**src/rtl/fetch_unit.sv**
```systemverilog
// fetch_unit: in-order fetch, delay-slot branches, registered output.
// FETCH_PREFETCH_BUF_EN adds a one-entry buffer so fetch runs under stall.
module fetch_unit (
  input  logic        clk,
  input  logic        rst,
  input  logic        stall,
  input  logic        branch_flag,
  input  logic [31:0] branch_addr,
  output logic        rom_en,
  output logic [31:0] rom_addr,
  input  logic        rom_ready,
  input  logic [31:0] rom_rdata,
  output logic [31:0] addr,
  output logic [31:0] inst,
  output logic        inst_valid
);

  localparam logic [1:0] S_WAIT  = 2'd0;
  localparam logic [1:0] S_FETCH = 2'd1;
`ifdef FETCH_PREFETCH_BUF_EN
  localparam logic [1:0] S_HOLD  = 2'd2;
`endif
  localparam logic [31:0] RESET_PC = 32'hBFC0_0000;

  logic [1:0]  r_state;
  logic [31:0] r_pc;
  logic [31:0] r_addr;
  logic [31:0] r_inst;
  logic        r_valid;
  logic        r_pend_valid;
  logic [31:0] r_pend_addr;
`ifdef FETCH_PREFETCH_BUF_EN
  logic        r_buf_valid;
  logic [31:0] r_buf_pc;
  logic [31:0] r_buf_inst;
`endif

  logic        w_done;
  logic        w_br;
  logic [31:0] w_npc;

`ifdef FETCH_PREFETCH_BUF_EN
  assign rom_en = (r_state == S_FETCH);
`else
  assign rom_en = (r_state == S_FETCH) & ~stall;
`endif

  assign w_done = rom_en & rom_ready;
  assign w_br   = branch_flag & r_valid & ~stall;
  assign w_npc  = r_pend_valid ? r_pend_addr :
                  w_br         ? branch_addr :
                                 r_pc + 32'd4;

  assign rom_addr   = r_pc;
  assign addr       = r_addr;
  assign inst       = r_inst;
  assign inst_valid = r_valid;

  always_ff @(posedge clk or negedge rst) begin
    if (!rst) begin
      r_state <= S_WAIT;
    end else begin
      case (r_state)
        S_WAIT:  r_state <= S_FETCH;
`ifdef FETCH_PREFETCH_BUF_EN
        S_FETCH: if (w_done & stall) r_state <= S_HOLD;
        S_HOLD:  if (!stall) r_state <= S_FETCH;
`else
        S_FETCH: r_state <= S_FETCH;
`endif
        default: r_state <= S_WAIT;
      endcase
    end
  end

  // Branch without completion is remembered; the delay slot still issues.
  always_ff @(posedge clk or negedge rst) begin
    if (!rst) begin
      r_pc         <= RESET_PC;
      r_pend_valid <= 1'b0;
      r_pend_addr  <= 32'd0;
    end else if (w_done) begin
      r_pc         <= w_npc;
      r_pend_valid <= 1'b0;
    end else if (w_br) begin
`ifdef FETCH_PREFETCH_BUF_EN
      if (r_buf_valid) begin
        r_pc <= branch_addr;
      end else if (!r_pend_valid) begin
        r_pend_valid <= 1'b1;
        r_pend_addr  <= branch_addr;
      end
`else
      if (!r_pend_valid) begin
        r_pend_valid <= 1'b1;
        r_pend_addr  <= branch_addr;
      end
`endif
    end
  end

`ifdef FETCH_PREFETCH_BUF_EN
  always_ff @(posedge clk or negedge rst) begin
    if (!rst) begin
      r_buf_valid <= 1'b0;
      r_buf_pc    <= 32'd0;
      r_buf_inst  <= 32'd0;
    end else if (w_done & stall) begin
      r_buf_valid <= 1'b1;
      r_buf_pc    <= r_pc;
      r_buf_inst  <= rom_rdata;
    end else if (r_buf_valid & ~stall) begin
      r_buf_valid <= 1'b0;
    end
  end
`endif

  always_ff @(posedge clk or negedge rst) begin
    if (!rst) begin
      r_addr  <= 32'd0;
      r_inst  <= 32'd0;
      r_valid <= 1'b0;
    end else if (!stall) begin
      if (w_done) begin
        r_addr  <= r_pc;
        r_inst  <= rom_rdata;
        r_valid <= 1'b1;
`ifdef FETCH_PREFETCH_BUF_EN
      end else if (r_buf_valid) begin
        r_addr  <= r_buf_pc;
        r_inst  <= r_buf_inst;
        r_valid <= 1'b1;
`endif
      end else begin
        r_inst  <= 32'd0;
        r_valid <= 1'b0;
      end
    end
  end

endmodule
```
**config.mk**
```make
export PLATFORM = sky130hd
export DESIGN_NAME = fetch_unit
export DESIGN_NICKNAME = d
export VERILOG_FILES = /design/src/rtl/fetch_unit.sv
export SDC_FILE = /design/constraint.sdc
export NUM_CORES = 1
export LEC_CHECK = 0
export CAP_MARGIN = 20
export CORE_MARGIN = 2
export CORE_UTILIZATION = 35
export DETAILED_ROUTE_END_ITERATION = 10
export GPL_TIMING_DRIVEN = 0
export PLACE_DENSITY = 0.69
export SLEW_MARGIN = 15
export SYNTH_ARGS = -nofsm -noshare
export SYNTH_HDL_FRONTEND = slang
export SYNTH_SLANG_ARGS = --single-unit
```
**constraint.sdc**
```tcl
create_clock -name clk -period 2.5 [get_ports clk]
set_clock_uncertainty 0.15 [all_clocks]
set_input_delay 0.625 -clock clk [delete_from_list [all_inputs] [get_ports clk]]
set_output_delay 0.625 -clock clk [all_outputs]
set_load 0.1 [all_outputs]
```
# ---- Yosys cells after proc, flatten, opt, wreduce, memory -nomap -nowiden
# Cells that the tools add are included.
dict set report op_classes {
  n_addsub 1
  eq_ne 1
  mux 7
  n_bitwise 7
  n_reduce_logical 5
}
# operator n
set op_table {}
lappend op_table {{$mux W32} 3}
lappend op_table {{$add A32 B3 Y32 const B} 1}
lappend op_table {{$and A1 B1 Y1} 4}
lappend op_table {{$mux W1} 4}
lappend op_table {{$not A1 Y1} 3}
lappend op_table {{$reduce_and A3 Y1} 1}
lappend op_table {{$eq A2 B1 Y1 const B} 1}
lappend op_table {{$logic_not A2 Y1} 1}
lappend op_table {{$reduce_and A2 Y1} 1}
lappend op_table {{$reduce_bool A2 Y1} 1}
lappend op_table {{$reduce_or A2 Y1} 1}
dict set report word_totals {
  regBits 132
  input_bits 69
  out_inout_bits 98
  elab_cells 28
}

# ---- Longest topological paths before layout
# Gate-level depths: netlist (run 1).
dict set report depth {
  ltp_word 5
  mapped_depth 9
  mapped_depth_nobuf 6
}

# ---- Least setup slack after synthesis (run 1)
# Ideal clock, no wire load.
dict set report synth_path {
  path_kind {input -> register}
  startpoint {in stall}
  endpoint {reg r_pend_addr[0]}
  setup_time_ps 125
  t_arrival_ps 2703
  t_required_ps 2225
  setup_slack_ps -478
  cell_stages 8
  n_path_buf 4
  path_cell_list {buf_4 nor2b_2 and2_1 clkbuf_1 or3_1 buf_6 buf_6 mux2_4}
}
dict set report synth_between {
  elab_chain_cells 5
  word_cells_on_any_way 6
  cone_classes {5 x bitwise; 1 x reduce/logical}
}
# item line
set synth_lines {}
lappend synth_lines {{start: declaration} 6} ;# input logic stall,
lappend synth_lines {{$not A1 Y1 (no source line)} --}
lappend synth_lines {{$and A1 B1 Y1} 45} ;# assign rom_en = (r_state == S_FETCH) & ~stall;
lappend synth_lines {{via rom_en} 9} ;# output logic rom_en,
lappend synth_lines {{$and A1 B1 Y1} 48} ;# assign w_done = rom_en & rom_ready;
lappend synth_lines {{$not A1 Y1 (no source line)} --}
lappend synth_lines {{$reduce_and A3 Y1 (no source line)} --}
lappend synth_lines {{end signal: assignment} 96} ;# r_pend_addr <= branch_addr;
lappend synth_lines {{end: declaration} 31} ;# logic [31:0] r_pend_addr;
# The timed path passes the listed nets, and every way through them passes these cells.
# A chain may end at the register's enable or synchronous reset.

# ---- Worst setup path in the final report (run 1)
dict set report layout_path {
  startpoint {reg r_pc[1] (netlist: rom_addr[1])}
  endpoint {out rom_addr[1]}
}
# item line
set layout_rtl {}
lappend layout_rtl {{start: declaration} 26} ;# logic [31:0] r_pc;
lappend layout_rtl {{start signal: assignment} 83} ;# r_pc <= w_npc;
lappend layout_rtl {{end: declaration} 10} ;# output logic [31:0] rom_addr,
# No word-level cell between the ends.

==> reports/metrics.yaml, run 1 <==
power:
  clockPowerShare_pct: 23.1
  total_power_w: 0.0110
  max-vdd-ir-drop_mv: 0.755
  power.switching_w: 0.00550
  power_frac_seq_pct: 30.4
  leakagePower_nw: 4.04
  internal_power_w: 0.00546
  sw_frac_of_total_pct: 50.2
  powerDensity_nw_per_um2: 1270
  combPwrFrac_pct: 46.5
global_routing:
  met2_usage_pct: 33.6
  grt_pass1_wl_um: 29900
  grt_max_degree: 93
  antenna_found_initial: 0
  use_met1_pct: 28.2
  grt_use_met3_pct: 7.05
  top_usage_layer: "met2"
  grt_pass1_vias: 5412
  grt_usage_pct: 21.6
  overflow: 0
status:
  outcome: "completed"
critical_path:
  crit_path_max_incr_delay_ns: 0.85
  start_kind: "flop"
  crit_required_ns: 1.73
  critical_path.slowest_cell: "clkdlybuf4s15_1"
  end_kind: "output port"
  crit_chain: "clkdlybuf4s15_1"
  path_max_fanout: 4
  arrival_ns: 1.68
  cp_num_buf_inv: 1
  path_class: "flop to output port"
  critPathTopFamily: "buffers and inverters"
layout:
  stdcell_count: 1025
  diodes: 0
  nFillCells: 1603
  fin_nets: 857
  syn_to_final_growth_pct: 41.4
  fin_util_pct: 50.1
  drive_above_1_share_pct: 16.8
  layout_common_cells: "nand2_1, dfrtp_1, clkdlybuf4s50_1, dlygate4sd2_1, a21oi_1"
cts:
  cts.reportedPaths.clkPinSlew_ns: 0.06
  cts_tree: "yes"
  clockRootBuffer: "clkbuf_16"
  post-cts-setup-buffer-count: 0
  insertion_delay_ns: 0.43
  clock-sinks: 131
  htreeDepth: 4
  cts_buffers: 17
  clockBufferDepth: 2
timing:
  finalSetupViolations: 0
  slew_viol_final: 0
  worst_slack_ns: 0.0477
  rsz0062_at_grt: "no"
  fin_crit_sh_pct: 98.1
  fmax_ghz: 0.408
  slew-limit-headroom_pct: 34.0
  final_hold_viol_count: 0
  tightest_slew_ns: 0.995
  fin_crit_ns: 2.45
detailed_routing:
  drc_errors: 0
  first_pass_iters: 5
  detail-route-antenna-nets: 0
  drt_iter0_drc: 399
  num_vias: 5507
  drt-vias-per-instance: 5.37
  drt-total-wl_um: 19200
  routedWlPerCell_um: 18.8
floorplanning:
  start_util_pct: 35.4
  ioPinCount: 167
  placement_rows: 48
  fp.dieArea_sq_um: 18500
  coreArea_sq_um: 17200
  die_y_um: 136
  die_w_um: 136
flow_run:
  drv_cap: 0
synthesis:
  yosysWarnings: 0
  synth_edf_count: 0
  synthTopCellsByArea: "dfrtp_1, nand2_1, mux2_4"
  yosysTopAreaCellShare_pct: 50.2
  synth_area_leader_cell: "dfrtp_1"
  avgSynthCellArea_sq_um: 10.1
  ys.flop_type: "dfrtp_1"
  synth_cells: 601
  ys_seq_area_share_pct: 54.1
  synth.cell_area_sq_um: 6090
  syn-num-nets: 671
  netlist-cell-type-count: 56
  ys_ff_latch: 131
  synthArstFlopShare_pct: 100
place:
  portBuffers: 165
  place_ws_ns: -0.326
  placed_cells: 992
  hpwlAfterDp_um: 13400
  finalWeightedCongestion: 0.907
hold_path:
  hp-class: "flop to flop"
[path summary, 6_finish.rpt]
check                              from            to  slack, ns  cells after the start
setup / recovery            rom_addr[1]   rom_addr[1]       0.05                      1
hold reg to reg                 addr[8]       addr[8]       0.31                      2
hold / removal                  addr[8]       addr[8]       0.31                      2
min in group asynchronous           rst      inst[23]       0.52                      2
setup reg to reg           rom_addr[23]  rom_addr[31]       0.21                      5
max in group asynchronous           rst   rom_addr[2]       0.86                      3
[registers in the layout, indices dropped and copies added, names as in the netlist]
register and flops:
addr 32, inst 32, r_pend_addr 32, rom_addr 32, inst_valid 1, r_pend_valid 1
r_state 1
[cell type report]
cell class              instances  area, sq um  share of cell area [%]
plain buffers                  45          234                    2.72
inverters                      11         41.3                   0.480
repair buffers                167         1600                    18.6
clock buffers                  18          439                    5.10
flip-flops and latches        131         3300                    38.4
clock inverters                14          161                    1.88
multi-input cells             414         2550                    29.6
well taps                     225          282                    3.27
[per-stage QoR]
| step | instance area, sq um | hold slack [ns] | setup TNS, ns |
|---|---|---|---|
| 3_3_place_gp | 8060 | 0.307 | -612.46 |
| 6_report | 8610 | 0.313 | 0 |
| 3_5_place_dp | 8090 | 0.311 | -13.73 |
| 5_1_grt | 8610 | 0.324 | 0 |
| 4_1_cts | 8640 | 0.310 | 0 |
| 2_1_floorplan | 6130 | 0.179 | -1.28 |
[cells in the mapped netlist, types with 8 or more instances]
cell and number:
nand2_1 110, dfrtp_1 122, nor3_1 12, a21oi_1 60, nand4_1 11, dfstp_2 9, mux2_4 26, inv_1 11
nor2_1 27, a22o_1 32, o21ai_0 41, nand3_1 13, o31ai_1 8, clkbuf_1 29
[worst register-to-register path, cell delays in order (launching register included)]
cell,delay [ns]
dfstp_2,0.58
nand4_1,0.20
nor4_1,0.71
nand3_1,0.24
mux2i_1,0.22
o211ai_1,0.10
[logic make-up after synthesis]
logic type | Yosys count | synth area share, %
buffers and inverters | 56 | 4.17
other | 1 | 0.0616
AND/OR/NAND/NOR | 206 | 15.7
adder cells (fa/ha/maj) | 1 | 0.206
multiplexers | 31 | 7.32
flip-flops | 131 | 54.1
AO/OA/AOI/OAI | 175 | 18.5
[power by group through the flow]
stage	Combinational, W	Sequential, W	Clock (W)
floorplan	0.00104	0.00622	0
global placement	0.00531	0.00336	0
detailed placement	0.00534	0.00336	0
CTS	0.00513	0.00333	0.00259
global route	0.00533	0.00342	0.00268
finish	0.00510	0.00333	0.00253
[routing by layer]
layer | part of all wire [%] | wire length (um) | up-vias
met1 | 42 | 8130 | 2633
met5 | 0 | 0 | -
li1 | - | - | 2514
met3 | 10 | 1990 | 38
met2 | 45 | 8640 | 322
met4 | 2.4 | 471 | 0
[repair_timing]
action                                 CTS  global route
hold buffers                             1             0
setup endpoints to repair               98            21
resized for setup                      145            15
pin swaps                                0             0
endpoints found under the hold margin   39             0
No activity file was read; power rests on OpenSTA's default activity.
==> run 2: changes to the inputs <==
- CORE_ASPECT_RATIO: not set -> 0.75
==> reports/metrics.yaml, run 2 (same netlist as run 1, synthesis figures left out) <==
hold_path:
  hp-class: "flop to flop"
critical_path:
  crit_required_ns: 1.73  # about the same
  crit_chain: "clkdlybuf4s15_1"
  rr_worst_depth: 5  # unchanged
  end_kind: "output port"
  rrSetupSlack_ns: 0.14  # -0.07 ns
  critPathTopFamily: "buffers and inverters"
  arrival_ns: 1.70  # +0.02 ns
  path_class: "flop to output port"
  path_max_fanout: 7  # +3
  rr_endpoint: "rom_addr[28]"
  start_kind: "flop"
  cp_num_buf_inv: 1  # unchanged
  crit_path_max_incr_delay_ns: 0.85  # about the same
  cp.depth: 1  # unchanged
  cp-endpoint: "rom_addr[9]"
  rr_startpoint: "rom_addr[23]"
  startpoint: "rom_addr[9]"
  critical_path.slowest_cell: "clkdlybuf4s15_1"
layout:
  diodes: 0  # unchanged
  layout_common_cells: "nand2_1, dfrtp_1, dlygate4sd2_1"
  fin_nets: 856  # -0.12%
  syn_to_final_growth_pct: 41.6
  stdcell_count: 1014  # -1.1%
  fin_util_pct: 50.9  # +0.79 points
  drive_above_1_share_pct: 16.9  # +0.15 points
detailed_routing:
  num_vias: 5486  # -0.38%
  drc_errors: 0  # unchanged
  routedWlPerCell_um: 19.0  # +1.5%
  drt-total-wl_um: 19300  # +0.41%
  detail-route-antenna-nets: 0  # unchanged
  drt_iter0_drc: 648  # +62%
  first_pass_iters: 5  # unchanged
  drt-vias-per-instance: 5.41  # +0.70%
cts:
  post-cts-setup-buffer-count: 0  # unchanged
  cts.reportedPaths.clkPinSlew_ns: 0.06  # about the same
  clockRootBuffer: "clkbuf_16"
  cts_tree: "yes"
  insertion_delay_ns: 0.42  # about the same
  htreeDepth: 4  # unchanged
  cts_buffers: 17  # unchanged
  clock-sinks: 131  # unchanged
  clockBufferDepth: 2  # unchanged
timing:
  fin_crit_ns: 2.47  # +0.0223 ns
  slew-limit-headroom_pct: 34.0  # about the same
  rsz0062_at_grt: "no"
  final_hold_viol_count: 0  # unchanged
  slew_viol_final: 0  # unchanged
  finalSetupTns_ns: 0  # unchanged
  fin_crit_sh_pct: 99.0  # +0.89 points
  tightest_slew_ns: 0.995  # +0.0000380 ns
  finalSetupViolations: 0  # unchanged
  hold_ws_ns: 0.318  # +0.00514 ns
  fmax_ghz: 0.404  # -0.90%
power:
  powerDensity_nw_per_um2: 1290  # +1.6%
  max-vdd-ir-drop_mv: 0.729  # -3.5%
  leakagePower_nw: 4.07  # +0.90%
place:
  portBuffers: 165  # unchanged
  placed_cells: 982  # -1.0%
  finalWeightedCongestion: 0.922  # +1.7%
  hpwlAfterDp_um: 13800  # +2.7%
global_routing:
  antenna_found_initial: 0  # unchanged
  grt_max_degree: 84  # -9.7%
  overflow: 0  # unchanged
  grt_pass1_vias: 5302  # -2.0%
  grt_pass1_wl_um: 30000  # +0.58%
  grt_usage_pct: 21.3  # -0.29 points
floorplanning:
  ioPinCount: 167  # unchanged
  placement_rows: 41  # -15%
  coreArea_sq_um: 16900  # -1.4%
  die_w_um: 156  # +15%
  start_util_pct: 35.9  # +0.52 points
  die_y_um: 118  # -13%
  fp.dieArea_sq_um: 18500  # about the same
flow_run:
  drv_cap: 0  # unchanged
status:
  outcome: "completed"
-- run 2: cell types whose count changed in the layout (fill, tap and decap cells not counted), sizes merged, moves of 2 or more --
cell           change
dlygate4sd2        +2
clkbuf             +9
clkdlybuf4s15      -4
buf                -3
clkinvlp           -3
clkinv             -2
-- run 2: area by class of cell --
class	count	area, sq um
fill	1571	8310
sequential	131	3300
multi-input combinational	414	2550
timing repair buffer	167	1580
clock buffer	23	488
tap	215	269
buffer	44	234
clock inverter	9	150
inverter	11	41.3
-- run 2: timing repair --
action | CTS | global route
hold buffers | 1 | 0
setup endpoints to repair | 100 | 20
hold endpoints to repair | 46 | 0
resized for setup | 141 | 22
-- run 2: power breakdown --
group / switching, W / total, W / leakage, nW / internal (W)
registers: 0.000576 / 0.00334 / 1.61 / 0.00276
logic: 0.00402 / 0.00513 / 2.16 / 0.00111
clock network: 0.000917 / 0.00269 / 0.309 / 0.00177
total: 0.00552 / 0.0112 / 4.07 / 0.00564
-- run 2: worst min-delay path by stage --
stage,cells after the start,startpoint,end,slack (ns)
after global routing,2,stall,inst[0],0.34
final,2,addr[17],addr[17],0.32
after global placement,2,addr[11],addr[11],0.31
after detailed placement,2,addr[17],addr[17],0.31
after floorplan,0,rst,addr[0],0.18
after CTS,2,addr[26],addr[26],0.32
-- run 2: per-layer routing --
layer	global-route usage, %	vias to the layer above	part of all wire (%)
met1	32.4	2672	47
met3	7.92	17	11
met4	4.36	0	1.0
met2	28.6	268	41
met5	0	-	0
li1	-	2529	-
-- run 2: stage by stage --
step	setup WS (ns)	power (W)	area [sq um]
final	0.0254	0.0112	8620
after global routing	0.00300	0.0116	8620
after floorplan	-0.0538	0.00726	6130
after detailed placement	-0.517	0.00873	8080
after CTS	0.00000855	0.0112	8650
after global placement	-5.19	0.00867	8050
==> run 3: changes to the inputs <==
- CORE_UTILIZATION: 35 -> 48
- PLACE_DENSITY: 0.69 -> 0.88
==> reports/metrics.yaml, run 3 (same netlist as run 1, synthesis figures left out) <==
layout:
  layout_common_cells: "nand2_1, dfrtp_1, clkdlybuf4s50_1, dlygate4sd2_1, a21oi_1"
  syn_to_final_growth_pct: 40.1
  drive_above_1_share_pct: 16.8  # -0.13 points
  fin_nets: 856  # unchanged
  diodes: 0  # unchanged
  fin_util_pct: 69.0  # +18 points
  nFillCells: 923  # -41%
power:
  power.switching_w: 0.00562  # +1.9%
  combPwrFrac_pct: 46.4  # +0.4 points
  internal_power_w: 0.00546  # -3.1%
  leakagePower_nw: 4.04  # -0.82%
  powerDensity_nw_per_um2: 1300  # +0.39%
  power_frac_seq_pct: 30.2  # +0.3 points
  clockPowerShare_pct: 23.4  # -0.7 points
  sw_frac_of_total_pct: 50.7  # +1.2 points
  max-vdd-ir-drop_mv: 0.993  # +36%
  total_power_w: 0.0111  # -0.64%
cts:
  cts_tree: "yes"
  insertion_delay_ns: 0.42  # about the same
  post-cts-setup-buffer-count: 0  # unchanged
  cts_buffers: 17  # unchanged
  cts.reportedPaths.clkPinSlew_ns: 0.06  # about the same
  clockRootBuffer: "clkbuf_16"
  htreeDepth: 4  # unchanged
  clockBufferDepth: 2  # unchanged
  clock-sinks: 131  # unchanged
detailed_routing:
  routedWlPerCell_um: 20.3  # +6.3%
  drt_iter0_drc: 657  # +1.4%
  first_pass_iters: 7  # +2
  drt-total-wl_um: 19500  # +1.2%
  detail-route-antenna-nets: 0  # unchanged
  drc_errors: 0  # unchanged
  num_vias: 5671  # +3.4%
  drt-vias-per-instance: 5.88  # +8.6%
critical_path:
  start_kind: "flop"
  path_max_fanout: 7  # unchanged
  critical_path.slowest_cell: "clkdlybuf4s15_1"
  path_class: "flop to output port"
  crit_required_ns: 1.73  # about the same
  end_kind: "output port"
  arrival_ns: 1.70  # about the same
  crit_path_max_incr_delay_ns: 0.86  # about the same
  crit_chain: "clkdlybuf4s15_1"
  critPathTopFamily: "buffers and inverters"
  cp_num_buf_inv: 1  # unchanged
place:
  hpwlAfterDp_um: 14000  # +1.5%
  finalWeightedCongestion: 0.932  # +1.1%
  portBuffers: 165  # unchanged
  place_ws_ns: -0.450  # +0.0672 ns
timing:
  tightest_slew_ns: 0.998  # +0.00379 ns
  finalSetupViolations: 0  # unchanged
  fmax_ghz: 0.404  # about the same
  fin_crit_sh_pct: 99.0  # about the same
  hold_ws_ns: 0.318  # -0.000966 ns
  worst_slack_ns: 0.0241  # -0.00132 ns
  slew_viol_final: 0  # unchanged
  rsz0062_at_grt: "no"
  fin_crit_ns: 2.48  # +0.00132 ns
  final_hold_viol_count: 0  # unchanged
  slew-limit-headroom_pct: 33.7  # -0.26 points
floorplanning:
  coreArea_sq_um: 12300  # -27%
  placement_rows: 35  # -15%
  start_util_pct: 49.3  # +13 points
  ioPinCount: 167  # unchanged
  fp.dieArea_sq_um: 13600  # -26%
  die_y_um: 102  # -14%
  die_w_um: 134  # -14%
global_routing:
  antenna_found_initial: 0  # unchanged
  grt_pass1_vias: 5542  # +4.5%
  overflow: 0  # unchanged
  grt_use_met3_pct: 10.3  # +2.4 points
  met2_usage_pct: 43.2  # +15 points
  top_usage_layer: "met2"
  grt_max_degree: 90  # +7.1%
  use_met1_pct: 42.1  # +9.7 points
  grt_usage_pct: 29.7  # +8.4 points
  grt_pass1_wl_um: 30600  # +1.8%
hold_path:
  hp-class: "flop to flop"
status:
  outcome: "completed"
flow_run:
  drv_cap: 0  # unchanged
## run 3: cell types whose count changed in the layout (fill, tap and decap cells not counted), sizes merged
| cell | before | now |
|---|---|---|
| inv | 11 | 14 |
| clkinvlp | 2 | 5 |
| clkbuf | 65 | 59 |
| bufinv | 4 | 3 |
| buf | 14 | 15 |
| clkdlybuf4s15 | 20 | 22 |
| dlygate4sd2 | 68 | 66 |
## run 3: worst paths after layout
kind / startpoint / endpoint / slack [ns] / cells past startpoint
worst max register to register: rom_addr[23] / rom_addr[31] / 0.15 / 5
min in group asynchronous: rst / inst[29] / 0.53 / 2
worst min register to register: addr[2] / addr[2] / 0.32 / 2
worst max-delay path: rom_addr[9] / rom_addr[9] / 0.02 / 1
worst min-delay path: addr[2] / addr[2] / 0.32 / 2
max in group asynchronous: rst / rom_addr[31] / 0.88 / 3
## run 3: cell type report
type / count / area (sq um) / share of cell area [%]
timing repair buffer: 167 / 1580 / 18.5
sequential: 131 / 3300 / 38.8
clock buffer: 18 / 439 / 5.15
tap: 166 / 208 / 2.44
multi-input combinational: 414 / 2550 / 29.9
buffer: 44 / 234 / 2.74
inverter: 11 / 41.3 / 0.484
clock inverter: 14 / 176 / 2.07
## run 3: what timing repair did
item / CTS / global route
endpoints found under the hold margin: 38 / 0
hold buffers: 1 / 0
gates resized for setup: 138 / 25
setup endpoints to repair: 101 / 28
## run 3: metal layers
layer	vias up	part of all wire, %
met5	-	0
met4	0	1.9
met3	45	11
met2	340	44
met1	2775	43
li1	2511	-
## run 3: stage by stage
stage	cell area [sq um]	TNS (ns)	cells
3_5_place_dp	8010	-15.45	933
3_3_place_gp	7990	-564.52	932
4_1_cts	8560	0	965
2_1_floorplan	6130	-1.28	601
5_1_grt	8530	0	965
6_report	8530	0	965
## run 3: tightest hold or removal path: cells and delay by family (launching register included)
| family | cells | cell delay [ns] |
|---|---|---|
| DFF | 1 | 0.34 |
| and+or+nand+nor | 2 | 0.10 |
## run 3: power by group through the flow
stage               registers [W]  clock network [W]  logic, W
floorplan                 0.00622                  0   0.00104
global placement          0.00333                  0   0.00531
detailed placement        0.00337                  0   0.00536
CTS                       0.00333            0.00261   0.00515
global route              0.00343            0.00272   0.00534
finish                    0.00335            0.00259   0.00514
